**src/rtl/uart_arb_pkg.sv**
```systemverilog
// Shared types and helpers for the uart_tx arbiter slice.
package uart_arb_pkg;

    typedef enum logic [2:0] {
        S_IDLE,
        S_LOAD,
        S_SEND,
        S_WAIT,
        S_ACK
    } arb_state_t;

    localparam logic [3:0] HDR_NIBBLE = 4'hA;

    // Ceiling log2 with a floor of one bit so single-bit indices stay legal.
    function automatic int unsigned clog2(input int unsigned value);
        int unsigned w;
        w = 1;
        while ((64'd1 << w) < 64'(value)) w++;
        return w;
    endfunction

endpackage

```
**src/rtl/uart_tx_arbiter_if.sv**
```systemverilog
// Requester and uart_tx byte-interface bundle for uart_tx_arbiter.
interface uart_tx_arbiter_if #(
    parameter int unsigned NUM_REQ    = 4,
    parameter int unsigned WORD_BYTES = 4
);
    localparam int unsigned W = 8 * WORD_BYTES;

    logic [NUM_REQ-1:0]   req;
    logic [NUM_REQ*W-1:0] data;
    logic [NUM_REQ-1:0]   grant;
    logic [NUM_REQ-1:0]   done;
    logic                 busy;
    logic                 tx_dv;
    logic [7:0]           tx_byte;
    logic                 tx_active;
    logic                 tx_done;

    modport master (
        output req, data, tx_active, tx_done,
        input  grant, done, busy, tx_dv, tx_byte
    );

    modport slave (
        input  req, data, tx_active, tx_done,
        output grant, done, busy, tx_dv, tx_byte
    );

endinterface

```
**src/rtl/rr_picker.sv**
```systemverilog
// Combinational round-robin picker: first set request after the last owner.
module rr_picker
    import uart_arb_pkg::*;
#(
    parameter int unsigned NUM_REQ = 4,
    localparam int unsigned IDX_W  = clog2(NUM_REQ)
) (
    input  logic [NUM_REQ-1:0] i_req,
    input  logic [IDX_W-1:0]   i_last,
    output logic               o_valid_c,
    output logic [IDX_W-1:0]   o_idx_c,
    output logic [NUM_REQ-1:0] o_onehot_c
);

    int unsigned w_cand;

    // Scan from the farthest candidate inward so the nearest hit wins.
    always_comb begin
        o_valid_c  = 1'b0;
        o_idx_c    = '0;
        o_onehot_c = '0;
        w_cand     = 0;
        for (int unsigned k = NUM_REQ; k >= 1; k--) begin
            w_cand = (32'(i_last) + k) % NUM_REQ;
            if (i_req[IDX_W'(w_cand)]) begin
                o_valid_c  = 1'b1;
                o_idx_c    = IDX_W'(w_cand);
                o_onehot_c = NUM_REQ'(1) << w_cand;
            end
        end
    end

endmodule

```
**src/rtl/uart_tx_arbiter.sv**
```systemverilog
// Round-robin sharing of one uart_tx between word-wide requesters, MSB byte first.
// Define UART_ARB_ID_HEADER_EN to prefix each transfer with {4'hA, owner_id}.
module uart_tx_arbiter
    import uart_arb_pkg::*;
#(
    parameter int unsigned NUM_REQ    = 4,
    parameter int unsigned WORD_BYTES = 4
) (
    input logic         clk,
    input logic         reset,
    uart_tx_arbiter_if.slave bus
);

    localparam int unsigned W     = 8 * WORD_BYTES;
    localparam int unsigned IDX_W = clog2(NUM_REQ);
`ifdef UART_ARB_ID_HEADER_EN
    localparam int unsigned NBYTES = WORD_BYTES + 1;
`else
    localparam int unsigned NBYTES = WORD_BYTES;
`endif
    localparam int unsigned SW    = 8 * NBYTES;
    localparam int unsigned CNT_W = clog2(NBYTES);
    localparam logic [CNT_W-1:0] LAST_CNT = CNT_W'(NBYTES - 1);

    arb_state_t         r_state;
    logic [NUM_REQ-1:0] r_grant;
    logic [NUM_REQ-1:0] r_done;
    logic               r_busy;
    logic               r_tx_dv;
    logic [7:0]         r_tx_byte;
    logic [CNT_W-1:0]   r_cnt;
    logic [SW-1:0]      r_shift;
    logic [IDX_W-1:0]   r_last;
    logic [IDX_W-1:0]   r_owner;

    logic               w_valid;
    logic [IDX_W-1:0]   w_idx;
    logic [NUM_REQ-1:0] w_onehot;
    logic [W-1:0]       w_word;

    rr_picker #(.NUM_REQ(NUM_REQ)) u_picker (
        .i_req      (bus.req),
        .i_last     (r_last),
        .o_valid_c  (w_valid),
        .o_idx_c    (w_idx),
        .o_onehot_c (w_onehot)
    );

    // Word of the requester the picker selected.
    always_comb begin
        w_word = '0;
        for (int unsigned i = 0; i < NUM_REQ; i++) begin
            if (w_idx == IDX_W'(i)) w_word = bus.data[i*W +: W];
        end
    end

    always_ff @(posedge clk or posedge reset) begin
        if (reset) begin
            r_state   <= S_IDLE;
            r_grant   <= '0;
            r_done    <= '0;
            r_busy    <= 1'b0;
            r_tx_dv   <= 1'b0;
            r_tx_byte <= '0;
            r_cnt     <= '0;
            r_shift   <= '0;
            r_last    <= IDX_W'(NUM_REQ - 1);
            r_owner   <= '0;
        end else begin
            r_tx_dv <= 1'b0;
            unique case (r_state)
                S_IDLE: begin
                    if (w_valid) begin
                        r_grant <= w_onehot;
                        r_owner <= w_idx;
`ifdef UART_ARB_ID_HEADER_EN
                        r_shift <= {HDR_NIBBLE, 4'(w_idx), w_word};
`else
                        r_shift <= w_word;
`endif
                        r_cnt   <= '0;
                        r_busy  <= 1'b1;
                        r_state <= S_LOAD;
                    end
                end
                S_LOAD: begin
                    r_state <= S_SEND;
                end
                S_SEND: begin
                    if (!bus.tx_active) begin
                        r_tx_dv   <= 1'b1;
                        r_tx_byte <= r_shift[SW-1 -: 8];
                        r_state   <= S_WAIT;
                    end
                end
                S_WAIT: begin
                    if (bus.tx_done) begin
                        r_shift <= {r_shift[SW-9:0], 8'h00};
                        r_cnt   <= r_cnt + CNT_W'(1);
                        if (r_cnt == LAST_CNT) begin
                            r_done  <= r_grant;
                            r_state <= S_ACK;
                        end else begin
                            r_state <= S_SEND;
                        end
                    end
                end
                S_ACK: begin
                    r_done  <= '0;
                    r_grant <= '0;
                    r_busy  <= 1'b0;
                    r_last  <= r_owner;
                    r_state <= S_IDLE;
                end
                default: r_state <= S_IDLE;
            endcase
        end
    end

    assign bus.grant   = r_grant;
    assign bus.done    = r_done;
    assign bus.busy    = r_busy;
    assign bus.tx_dv   = r_tx_dv;
    assign bus.tx_byte = r_tx_byte;

endmodule
```
**src/flat_wrapper.sv**
```systemverilog
// flat-port wrapper written by rule: the top's interface ports become plain ports
module uart_tx_arbiter_flat import uart_arb_pkg::*;
#(
    parameter int unsigned NUM_REQ    = 4,
    parameter int unsigned WORD_BYTES = 4
)
  (clk, reset, bus_req, bus_data, bus_tx_active, bus_tx_done, bus_grant, bus_done, bus_busy, bus_tx_dv, bus_tx_byte);
  uart_tx_arbiter_if #(.NUM_REQ(NUM_REQ), .WORD_BYTES(WORD_BYTES)) bus_i ();
  input logic clk;
  input logic reset;
  input wire logic [$bits(bus_i.req)-1:0] bus_req;
  input wire logic [$bits(bus_i.data)-1:0] bus_data;
  input wire logic [$bits(bus_i.tx_active)-1:0] bus_tx_active;
  input wire logic [$bits(bus_i.tx_done)-1:0] bus_tx_done;
  output wire logic [$bits(bus_i.grant)-1:0] bus_grant;
  output wire logic [$bits(bus_i.done)-1:0] bus_done;
  output wire logic [$bits(bus_i.busy)-1:0] bus_busy;
  output wire logic [$bits(bus_i.tx_dv)-1:0] bus_tx_dv;
  output wire logic [$bits(bus_i.tx_byte)-1:0] bus_tx_byte;
  assign bus_i.req = bus_req;
  assign bus_i.data = bus_data;
  assign bus_i.tx_active = bus_tx_active;
  assign bus_i.tx_done = bus_tx_done;
  assign bus_grant = bus_i.grant;
  assign bus_done = bus_i.done;
  assign bus_busy = bus_i.busy;
  assign bus_tx_dv = bus_i.tx_dv;
  assign bus_tx_byte = bus_i.tx_byte;
  uart_tx_arbiter #(.NUM_REQ(NUM_REQ), .WORD_BYTES(WORD_BYTES)) u_core (.clk(clk), .reset(reset), .bus(bus_i));
endmodule
```
**config.mk**
```make
export PLATFORM = sky130hd
export DESIGN_NAME = uart_tx_arbiter_flat
export DESIGN_NICKNAME = d
export VERILOG_FILES = /design/src/rtl/uart_arb_pkg.sv /design/src/rtl/uart_tx_arbiter_if.sv /design/src/rtl/rr_picker.sv /design/src/rtl/uart_tx_arbiter.sv /design/src/flat_wrapper.sv
export SDC_FILE = /design/constraint.sdc
export NUM_CORES = 1
export LEC_CHECK = 0
export ABC_AREA = 1
export BUFFER_PORTS_ARGS = -buffer_cell sky130_fd_sc_hd__clkbuf_2
export CAP_MARGIN = 20
export CORE_MARGIN = 2
export CORE_UTILIZATION = 55
export DETAILED_ROUTE_END_ITERATION = 10
export GPL_ROUTABILITY_DRIVEN = 0
export GPL_TIMING_DRIVEN = 1
export PLACE_DENSITY = 0.85
export SKIP_CTS_REPAIR_TIMING = 1
export SYNTH_ARGS = -nofsm -noshare
export SYNTH_HDL_FRONTEND = slang
export SYNTH_SLANG_ARGS = --single-unit
```
**constraint.sdc**
```tcl
create_clock -name clk -period 6.6 [get_ports clk]
set_input_delay 0.66 -clock clk [delete_from_list [all_inputs] [get_ports clk]]
set_output_delay 0.66 -clock clk [all_outputs]
set_load 0.02 [all_outputs]
```
* Yosys cells after proc, flatten, opt, wreduce, memory -nomap -nowiden *
Index checks and enable logic that the tools add are counted.

operators by class
  shifts and indexed selects = 4
  muxes and demuxes = 44
  reductions and logical operators = 11
  $lt $le $gt $ge = 4
  bitwise operators = 1
  add/sub/neg operators = 5
  equality and inequality tests = 12

operators by type and width
  cell                                                         number
  2-to-1 mux 32 bit                                            6
  one-hot mux 32 bit (2 select lines)                          1
  2-to-1 mux 4 bit                                             7
  one-hot mux 4 bit (2 select lines)                           2
  << shifter 1 x 2 -> 4 bit (first input constant)             4
  less-than comparator 2 x 3 -> 1 bit (second input constant)  4
  2-to-1 mux 2 bit                                             6
  2-to-1 mux 3 bit                                             4
  one-hot mux 3 bit (4 select lines)                           1
  2-to-1 mux 1 bit                                             11
  AND reduction 3 bit                                          3
  binary-select mux 1 bit (select 2 bit)                       4
  adder 2 x 1 -> 2 bit (second input constant)                 3
  equality test 2 bit (second input constant)                  3
  equality test 3 x 2 -> 1 bit (second input constant)         2
  inequality test 2 bit (second input constant)                3
  AND reduction 2 bit                                          3
  nonzero test 2 bit                                           3
  adder 2 bit (second input constant)                          2
  one-hot mux 2 bit (2 select lines)                           1
  equality test 3 x 1 -> 1 bit (second input constant)         1
  equality test 3 bit (second input constant)                  1
  zero test 3 bit                                              1
  equality test 2 x 1 -> 1 bit (second input constant)         1
  other kinds (4)                                              4

word-level totals
  register bits after elaboration = 59
  output and inout bits = 18
  word-level logic and storage cells = 91
  input bits = 136

* Depth between registers and ports, before layout *
Gate-level depths: netlist of the first run.

  depth in word-level cells = 14
  depth in mapped cells = 17
  depth with buffers taken out = 15

* Hierarchy *
From an unflattened synthesis of the first run, not the netlist that was laid out.

second synthesis, totals
  cells, all modules = 676
  area total of the unflattened synthesis = 4192.8 µm²

by module, submodules not included
  module           cells an instance  times used  sequential area each (µm²)  area each (µm²)
  uart_tx_arbiter  583                1           1478.9                      3694.8
  rr_picker        93                 1           0.0                         498.0

* Worst setup path after synthesis of the first run *
Ideal clock, no wire load.

  kind = register to register
  from = register u_core.r_last[0]
  to = register u_core.r_shift[2]
  data required time = 6.484 ns
  library setup time = 0.116 ns
  setup slack = 4.273 ns
  data arrival time = 2.211 ns
  cell stages (with the launch flop) = 16
  path buffers = 3
  path through = dfstp_2 -> buf_6 -> inv_6 -> ha_1 -> inv_1 -> nand3_2 -> nand2_4 -> nand2_4 -> nand3_4 -> nand3_2 -> buf_6 -> buf_8 -> nor2_1 -> nor2_1 -> nand2_1 -> nand2_1

on the way
  word-level cells in the longest chain between the ends = 14
  elaborated cells between the ends (all ways) = 32
  those cells by class = add/sub: 4; eq/ne: 4; mux: 22; reduce/logical: 2

ends and longest elaborated chain
  item                                    line                    text
  start, declared                         uart_tx_arbiter.sv:33   logic [IDX_W-1:0] r_last;
  start signal, assigned                  uart_tx_arbiter.sv:67   r_last <= IDX_W'(NUM_REQ - 1);
  start signal, assigned                  uart_tx_arbiter.sv:112  r_last <= r_owner;
  adder 2 x 1 -> 2 bit                    rr_picker.sv:24         w_cand = (32'(i_last) + k) % NUM_REQ;
  binary-select mux 1 bit (select 2 bit)  rr_picker.sv:25         if (i_req[IDX_W'(w_cand)]) begin
  2-to-1 mux 1 bit (implied by the code)  rr_picker.sv:25
  2-to-1 mux 2 bit (4 in a row)           rr_picker.sv:25
  zero test 2 bit                         uart_tx_arbiter.sv:53   if (w_idx == IDX_W'(i)) w_word = bus.data[i*W +: W];
  2-to-1 mux 32 bit (4 in a row)          uart_tx_arbiter.sv:53
  2-to-1 mux 32 bit                       uart_tx_arbiter.sv:73   if (w_valid) begin
  one-hot mux 32 bit (2 select lines)     uart_tx_arbiter.sv:71   unique case (r_state)
  end signal, assigned                    uart_tx_arbiter.sv:79   r_shift <= w_word;
  end signal, assigned                    uart_tx_arbiter.sv:98   r_shift <= {r_shift[SW-9:0], 8'h00};
  end, declared                           uart_tx_arbiter.sv:32   logic [SW-1:0] r_shift;

Several ways; a longest one is shown, not always the timed one. The select of a mux whose other input is x is not followed.
A chain may end at the register's enable or synchronous reset.

* Worst setup path in the final report of the first run *
  from = register u_core.r_last[0]
  to = register u_core.r_shift[28]

The elaborated chain is that of the path after synthesis.

==> parameters.txt, run 1 <==
Parameter                              Value

Run status
  Status ... finished clean

Yosys
  Number of library cell types mapped by synthesis ... 29
  Sequential share of the synthesized area ... 33.6%
  Mapped Nets ... 827
  Synth warn ... 0
  Top flip-flop cell by instance count after synthesis ... sky130_fd_sc_hd__dfrtp_1
  Synthesis-stage register bit count ... 59
  Gate Count Post-Synth ... 682
  Synth async-reset ratio ... 100%
  Syn_area_per_cell ... 6.45 um^2
  Number of flops mapped to enable cells by yosys ... 0
  Synthesized area ... 4400 um^2

Clock network
  Clock root buffer master ... sky130_fd_sc_hd__clkbuf_8
  TritonCTS buffer count ... 9
  Clock tree from TritonCTS ... yes
  Clock sinks ... 59
  Maximum level of the CTS H-tree ... 3
  Number of buffers between clock root and the deepest sink ... 2
  Clock latency on the worst-skew pair ... 340 ps
  Worst-path clk slew ... around 60 ps

Timing
  Final Hold Fails ... 0
  Finish-stage setup viols ... 0
  Final TNS setup ... 0 ps
  Post-route worst setup slack ... between 2000 and 3000 ps
  Maximum clock rate ... 0.266 GHz
  Transition at the pin with the smallest max-transition slack ... 1060 ps
  Max transition margin ... 29.5%
  Max-slew violation count ... 0
  Worst Skew ... 6.33 ps
  Post-route fraction of the period consumed by the critical path ... 57.0%
  Post-layout minimum cycle time ... 3760 ps
  RSZ-0062 raised after global routing ... no

Cells and area
  Fraction of final layout cells sized beyond drive strength 1 ... 24.9%
  Filler Cells Inserted ... between 600 and 700
  Multi-input logic area ... 2350 um^2
  Sequential cell area ... 1480 um^2
  Number of nets in the layout ... 963
  Final instance area ... 5300 um^2
  Non-filler cells, final ... between 900 and 1000
  Layout-stage area growth over the synthesis result ... 20.4%
  Post-layout utilization of the core ... 68.6%
  # diodes ... 0

Pwr
  Pwr Density ... 457 nW/um^2
  LEAKAGE ... between 3 and 4 nW
  Peak supply drop ... 0.205 mV

Flow run
  Total of max-cap violations ... 0

Setup path
  Arrival time of the worst setup path ... 4000 ps
  Critical path startpoint category ... flip-flop
  Critical setup path kind ... reg -> reg
  Required time at the worst-slack endpoint ... 6830 ps
  Slack of the worst reg-to-reg path ... 2840 ps
  Max FO, Critical Path ... 49
  Last element of the critical path ... u_core.r_shift[28]
  First element of the critical path ... u_core.r_last[0]
  Crit path capture type ... flip-flop
  Worst-case reg-to-reg path depth ... 12
  Worst reg2reg path endpoint ... u_core.r_shift[28]
  Startpoint of the most critical register-to-register path ... u_core.r_last[0]

Floorplanning
  Starting Density ... 57.0%
  CORE AREA ... 7730 um^2
  Total number of placement rows ... 32
  Total Die Area ... between 8000 and 9000 um^2
  Chip width ... 93.5 um
  Num ports ... 154
  Die Ht ... 93.5 um

Hold path
  Hold path startpoint ... u_core.r_shift[1]
  Worst hold path type ... reg -> reg

Placed design
  # placed instances ... between 900 and 1000
  Worst slack, placed ... 2900 ps
  Post-DP HPWL ... 9550 um
  Count of buffers from port buffering ... 153
  Placed Instance Area ... 5110 um^2

Global route
  Global-route usage over all layers ... approximately 29%
  Maximum number of pins on one net before global-route repair ... 70
  Initial antenna violation count ... 0
  Global-route wire length before repair ... 20200 um
  Total overflow reported by the global router ... 0
  Number of global-route vias before repair ... about 4400

Detailed routing
  Iteration-0 DRC Markers ... 290
  Count of TritonRoute iterations in the first routing pass ... 7
  Count of vias placed by the detailed router ... 4756
  Routed vias/inst ... 5.15
  Wire length reported by the detailed router ... 12500 um
  Average wire per cell in the routed design ... 13.5 um
  Total DRC errors in the routed layout ... 0
  Number of nets still failing antenna checks after routing ... 0
layout make-up:
type / instances / share of cell area (%)
Clock inverter: 2 / 0.661
Inverter: 100 / 7.17
Sequential cell: 59 / 27.9
Clock buffer: 13 / 3.00
Multi-Input combinational cell: 494 / 44.3
Tap cell: 102 / 2.41
Timing Repair Buffer: 154 / 14.6
layout by cell type (no fill, tap or decap):
cell	n
sky130_fd_sc_hd__nand2_1	222
sky130_fd_sc_hd__clkbuf_2	153
sky130_fd_sc_hd__inv_1	95
sky130_fd_sc_hd__nor2_1	82
sky130_fd_sc_hd__nand3_1	77
sky130_fd_sc_hd__dfrtp_1	57
sky130_fd_sc_hd__o21ai_0	31
sky130_fd_sc_hd__o21bai_1	13
sky130_fd_sc_hd__clkbuf_8	11
sky130_fd_sc_hd__nor2_2	10
sky130_fd_sc_hd__ha_1	9
sky130_fd_sc_hd__nand2_2	8
sky130_fd_sc_hd__nand3b_1	8
sky130_fd_sc_hd__o22ai_1	7
sky130_fd_sc_hd__nand3_2	6
sky130_fd_sc_hd__nand2_4	5
sky130_fd_sc_hd__inv_2	4
sky130_fd_sc_hd__a21oi_1	4
sky130_fd_sc_hd__o211ai_1	4
sky130_fd_sc_hd__a22o_1	4
sky130_fd_sc_hd__clkbuf_1	2
sky130_fd_sc_hd__dfstp_2	2
sky130_fd_sc_hd__inv_6	1
sky130_fd_sc_hd__o21ai_2	1
sky130_fd_sc_hd__nand3_4	1
sky130_fd_sc_hd__nand4_1	1
sky130_fd_sc_hd__nor3_1	1
sky130_fd_sc_hd__clkinv_2	1
sky130_fd_sc_hd__bufinv_16	1
sky130_fd_sc_hd__buf_4	1
cells in the mapped netlist, types with 6 or more instances:
library cell | count | share of area, %
sky130_fd_sc_hd__dfrtp_1 | 57 | 32
sky130_fd_sc_hd__o21ai_0 | 31 | 3.5
sky130_fd_sc_hd__ha_1 | 9 | 2.6
sky130_fd_sc_hd__o21bai_1 | 13 | 2.2
sky130_fd_sc_hd__nand3b_1 | 8 | 1.4
sky130_fd_sc_hd__nor2_2 | 10 | 1.4
sky130_fd_sc_hd__inv_1 | 96 | 8.2
sky130_fd_sc_hd__nand2_1 | 222 | 19
sky130_fd_sc_hd__buf_2 | 15 | 1.7
sky130_fd_sc_hd__nand3_1 | 77 | 8.8
sky130_fd_sc_hd__nor2_1 | 82 | 7.0
sky130_fd_sc_hd__o22ai_1 | 7 | 0.99
sky130_fd_sc_hd__nand3_2 | 6 | 1.4
sky130_fd_sc_hd__nand2_2 | 8 | 1.1
routing by layer:
| layer | global-route usage (%) | vias to the layer above | routed length, um |
|---|---|---|---|
| li1 | - | 2381 | - |
| met1 | 39.4 | 2131 | 5330 |
| met2 | 47.6 | 212 | 5960 |
| met3 | 3.14 | 32 | 794 |
| met4 | 13.7 | 0 | 426 |
| met5 | 0 | - | 0 |
through the flow:
stage | hold WS (ps) | power, mW
after CTS | 484 | 2.41
after detailed placement | 468 | 2.07
final | 480 | 2.42
after global placement | 465 | 2.02
after floorplan | 449 | 1.81
after global routing | 511 | 2.65
worst max-delay path, stage by stage, from the launching register on:
cell,delay [ps]
sky130_fd_sc_hd__dfstp_2,730
sky130_fd_sc_hd__inv_6,100
sky130_fd_sc_hd__ha_1,360
sky130_fd_sc_hd__inv_1,180
sky130_fd_sc_hd__nand3_1,140
sky130_fd_sc_hd__nand2_1,80
sky130_fd_sc_hd__nand3_1,80
sky130_fd_sc_hd__nand2_2,650
sky130_fd_sc_hd__inv_1,740
sky130_fd_sc_hd__nand3_1,280
sky130_fd_sc_hd__nand3_1,130
sky130_fd_sc_hd__nand2_1,110
sky130_fd_sc_hd__nand2_1,50
worst min path at each step:
stage                                 end  slack [ps]  depth (start not counted)
floorplan               u_core.r_shift[0]         450                          2
global placement    u_core.bus.tx_byte[3]         460                          2
detailed placement        u_core.bus.busy         470                          2
CTS                       u_core.bus.busy         480                          2
global route        u_core.bus.tx_byte[6]         510                          2
finish                  u_core.r_shift[1]         480                          2
report_power, final:
group	internal, mW	switching (mW)
clock network	0.192	0.134
registers	0.523	0.0939
logic	0.465	1.01
logic make-up (layout without fill, tap and decap cells):
family,Yosys count,after routing,synth area share (%)
compound gates,64,64,8.87
simple gates,421,421,41.9
fa+ha+maj,9,9,2.56
flops,59,59,33.6
buf+inv,129,269,13.1
state kept, by name, summed over array words and instances (netlist names):
register            flops
u_core.r_shift         32
u_core.bus.tx_byte      8
u_core.bus.done         4
u_core.bus.grant        4
u_core.r_state          3
u_core.r_cnt            2
u_core.r_last           2
u_core.r_owner          2
u_core.bus.busy         1
u_core.bus.tx_dv        1
Note: power is estimated with default switching activity, not from simulation.
==> run 2, diff against run 1 <==
--- a/config.mk
+++ b/config.mk
@@ -9,11 +9,11 @@
 export BUFFER_PORTS_ARGS = -buffer_cell sky130_fd_sc_hd__clkbuf_2
 export CAP_MARGIN = 20
 export CORE_MARGIN = 2
-export CORE_UTILIZATION = 55
+export CORE_UTILIZATION = 46
 export DETAILED_ROUTE_END_ITERATION = 10
 export GPL_ROUTABILITY_DRIVEN = 0
 export GPL_TIMING_DRIVEN = 1
-export PLACE_DENSITY = 0.85
+export PLACE_DENSITY = 0.75
 export SKIP_CTS_REPAIR_TIMING = 1
 export SYNTH_ARGS = -nofsm -noshare
 export SYNTH_HDL_FRONTEND = slang
==> constraint.sdc (replaced) <==
create_clock -name clk -period 3.27 [get_ports clk]
set_input_delay 0.327 -clock clk [delete_from_list [all_inputs] [get_ports clk]]
set_output_delay 0.327 -clock clk [all_outputs]
set_load 0.02 [all_outputs]
==> run 2 against run 1 <==
Compared with the run above: via count grew 1.1%; flip-flop and latch count is the same; first-iteration DRC count grew 8.3%; critical endpoint is now u_core.r_shift[26]; final area grew 3.0%; critical path type unchanged; core utilization shrank 9.8 points; register-to-register slack lost 2500 ps; sequential power grew 99%; worst hold slack lost 300 ps; critical path depth is the same.
==> parameters.txt, run 2 (synthesis gave the netlist of run 1 again) <==
Parameter                              Value

Timing
  Max transition margin ... 47.6%
  Final Hold Fails ... 0
  Post-layout minimum cycle time ... 2930 ps
  Max-slew violation count ... 0
  RSZ-0062 raised after global routing ... no
  Post-route fraction of the period consumed by the critical path ... between 80 and 90%
  Final TNS setup ... 0 ps
  Worst Skew ... 4.02 ps
  Transition at the pin with the smallest max-transition slack ... 785 ps
  Maximum clock rate ... about 0.34 GHz
  Worst hold margin ... 179 ps
  Finish-stage setup viols ... 0

Cells and area
  Filler Cells Inserted ... 948
  Number of nets in the layout ... 973
  Max FFs per register ... 32
  Commonest cells after routing, fill and taps aside ... 222 x sky130_fd_sc_hd__nand2_1, 153 x sky130_fd_sc_hd__clkbuf_2, 95 x sky130_fd_sc_hd__inv_1, 82 x sky130_fd_sc_hd__nor2_1, 77 x sky130_fd_sc_hd__nand3_1
  Most frequent standard cell in the layout excluding fill and tap cells ... sky130_fd_sc_hd__nand2_1
  Layout-stage area growth over the synthesis result ... 24.0%
  Fraction of final layout cells sized beyond drive strength 1 ... about 26%
  Largest reg by FF count ... u_core.r_shift
  # diodes ... 0
  Sequential cell area ... 1480 um^2
  Multi-input logic area ... 2350 um^2

Setup path
  Master of the slowest instance on the critical path ... sky130_fd_sc_hd__dfstp_2
  Crit path capture type ... flip-flop
  Crit-path leading delay family ... simple AND/OR/NAND/NOR gates
  Cell-by-cell trace of the critical path ... inv_6 > ha_1 > inv_1 > nand3_1 > o21ai_2 > nand2_1 > nand3_1 > nand2_1 > o21ai_0 > nand3_1 > nand2_1 > nand2_1
  Critical path startpoint category ... flip-flop
  Arrival time of the worst setup path ... around 3200 ps
  Crit path top cell by count ... sky130_fd_sc_hd__nand2_1
  Critical setup path kind ... reg -> reg
  Largest stage delay, worst path ... 730 ps
  Max FO, Critical Path ... 22
  WP buf/inv ... 2
  Slack of the worst reg-to-reg path ... approximately 340 ps
  Required time at the worst-slack endpoint ... 3500 ps

Floorplanning
  Chip width ... between 100 and 150 um
  Total Die Area ... 10400 um^2
  CORE AREA ... 9280 um^2
  Num ports ... 154
  Starting Density ... 47.4%
  Die Ht ... 102 um
  Total number of placement rows ... 35

Pwr
  LEAKAGE ... roughly 3.2 nW
  Peak supply drop ... 0.575 mV
  Pwr Density ... between 900 and 1000 nW/um^2

Clock network
  Clock latency on the worst-skew pair ... 330 ps
  TritonCTS buffer count ... 9
  Clock tree from TritonCTS ... yes
  Clock root buffer master ... sky130_fd_sc_hd__clkbuf_8
  Maximum level of the CTS H-tree ... 3
  Clock sinks ... 59
  Number of buffers between clock root and the deepest sink ... 2
  Worst-path clk slew ... 70 ps

Run status
  Status ... finished clean

Hold path
  Worst hold path type ... in -> reg

Detailed routing
  Wire length reported by the detailed router ... 12500 um
  Count of vias placed by the detailed router ... 4806
  Iteration-0 DRC Markers ... 314
  Routed vias/inst ... 5.00
  Total DRC errors in the routed layout ... 0
  Number of nets still failing antenna checks after routing ... 0
  Average wire per cell in the routed design ... 12.9 um
  Count of TritonRoute iterations in the first routing pass ... 5

Global route
  Initial antenna violation count ... 0
  Global-route wire length before repair ... 20600 um
  Layer carrying the most global-route usage ... met2
  Maximum number of pins on one net before global-route repair ... 52
  Met3 global-route usage ... 3.42%
  Global routing met1 resource utilization ... 35.3%
  Met2 global-route usage ... 38.9%
  Number of global-route vias before repair ... 4474
  Global-route usage over all layers ... 24.9%
  Total overflow reported by the global router ... 0

Placed design
  Post-DP HPWL ... 9770 um
  Count of buffers from port buffering ... 153

Flow run
  Total of max-cap violations ... 0
[run 2: cell types whose count changed in the layout (fill, tap and decap cells not counted), sizes merged]
cell / before / now
buf: 1 / 10
clkinv: 1 / 3
clkbuf: 166 / 165
dlygate4sd3: 0 / 1
[run 2: worst register-to-register path: cells and delay by family (launching register included)]
family	cells	cell delay, ps
simple gates	7	1040
fa+ha+maj	1	360
compound gates	2	420
flops	1	730
buf+inv	2	290
[run 2: area by class of cell]
cell class,instances,area share [%]
timing repair buffer,164,16.3
inverter,100,6.97
clock buffer,12,2.84
clock inverter,4,0.894
tap,129,2.96
sequential,59,27.1
multi-input combinational,494,43.0
[run 2: path summary, 6_finish.rpt]
path,start,endpoint,cells after the start
worst min-delay path,bus_tx_active,u_core.bus.tx_dv,2
worst max-delay path,u_core.r_last[0],u_core.r_shift[26],12
worst min register to register,u_core.r_shift[7],u_core.r_shift[7],2
max in group asynchronous,reset,u_core.bus.tx_byte[4],5
min in group asynchronous,reset,u_core.bus.grant[3],3
worst max register to register,u_core.r_last[0],u_core.r_shift[26],12
[run 2: per-layer routing]
| layer | vias to the layer above | wire [um] |
|---|---|---|
| li1 | 2402 | - |
| met1 | 2158 | 5470 |
| met2 | 214 | 5770 |
| met3 | 32 | 908 |
| met4 | 0 | 302 |
| met5 | - | 0 |
[run 2: power by group]
group / internal (mW) / total (mW) / switching [mW]
clock network: 0.393 / 0.687 / 0.294
registers: 1.06 / 1.23 / 0.177
logic: 1.05 / 3.11 / 2.06
[run 2: per-stage QoR]
stage               cell area, um^2  cells  worst slack (ps)  utilization [%]  total power, mW
floorplan                      4400    682               943                -             3.65
global placement               5230    944               516             56.3             4.26
detailed placement             5230    944               393             56.3             4.33
CTS                            5430    960               373             58.5             5.03
global route                   5460    962               164             58.8             5.53
finish                         5460    962               335             58.8             5.03
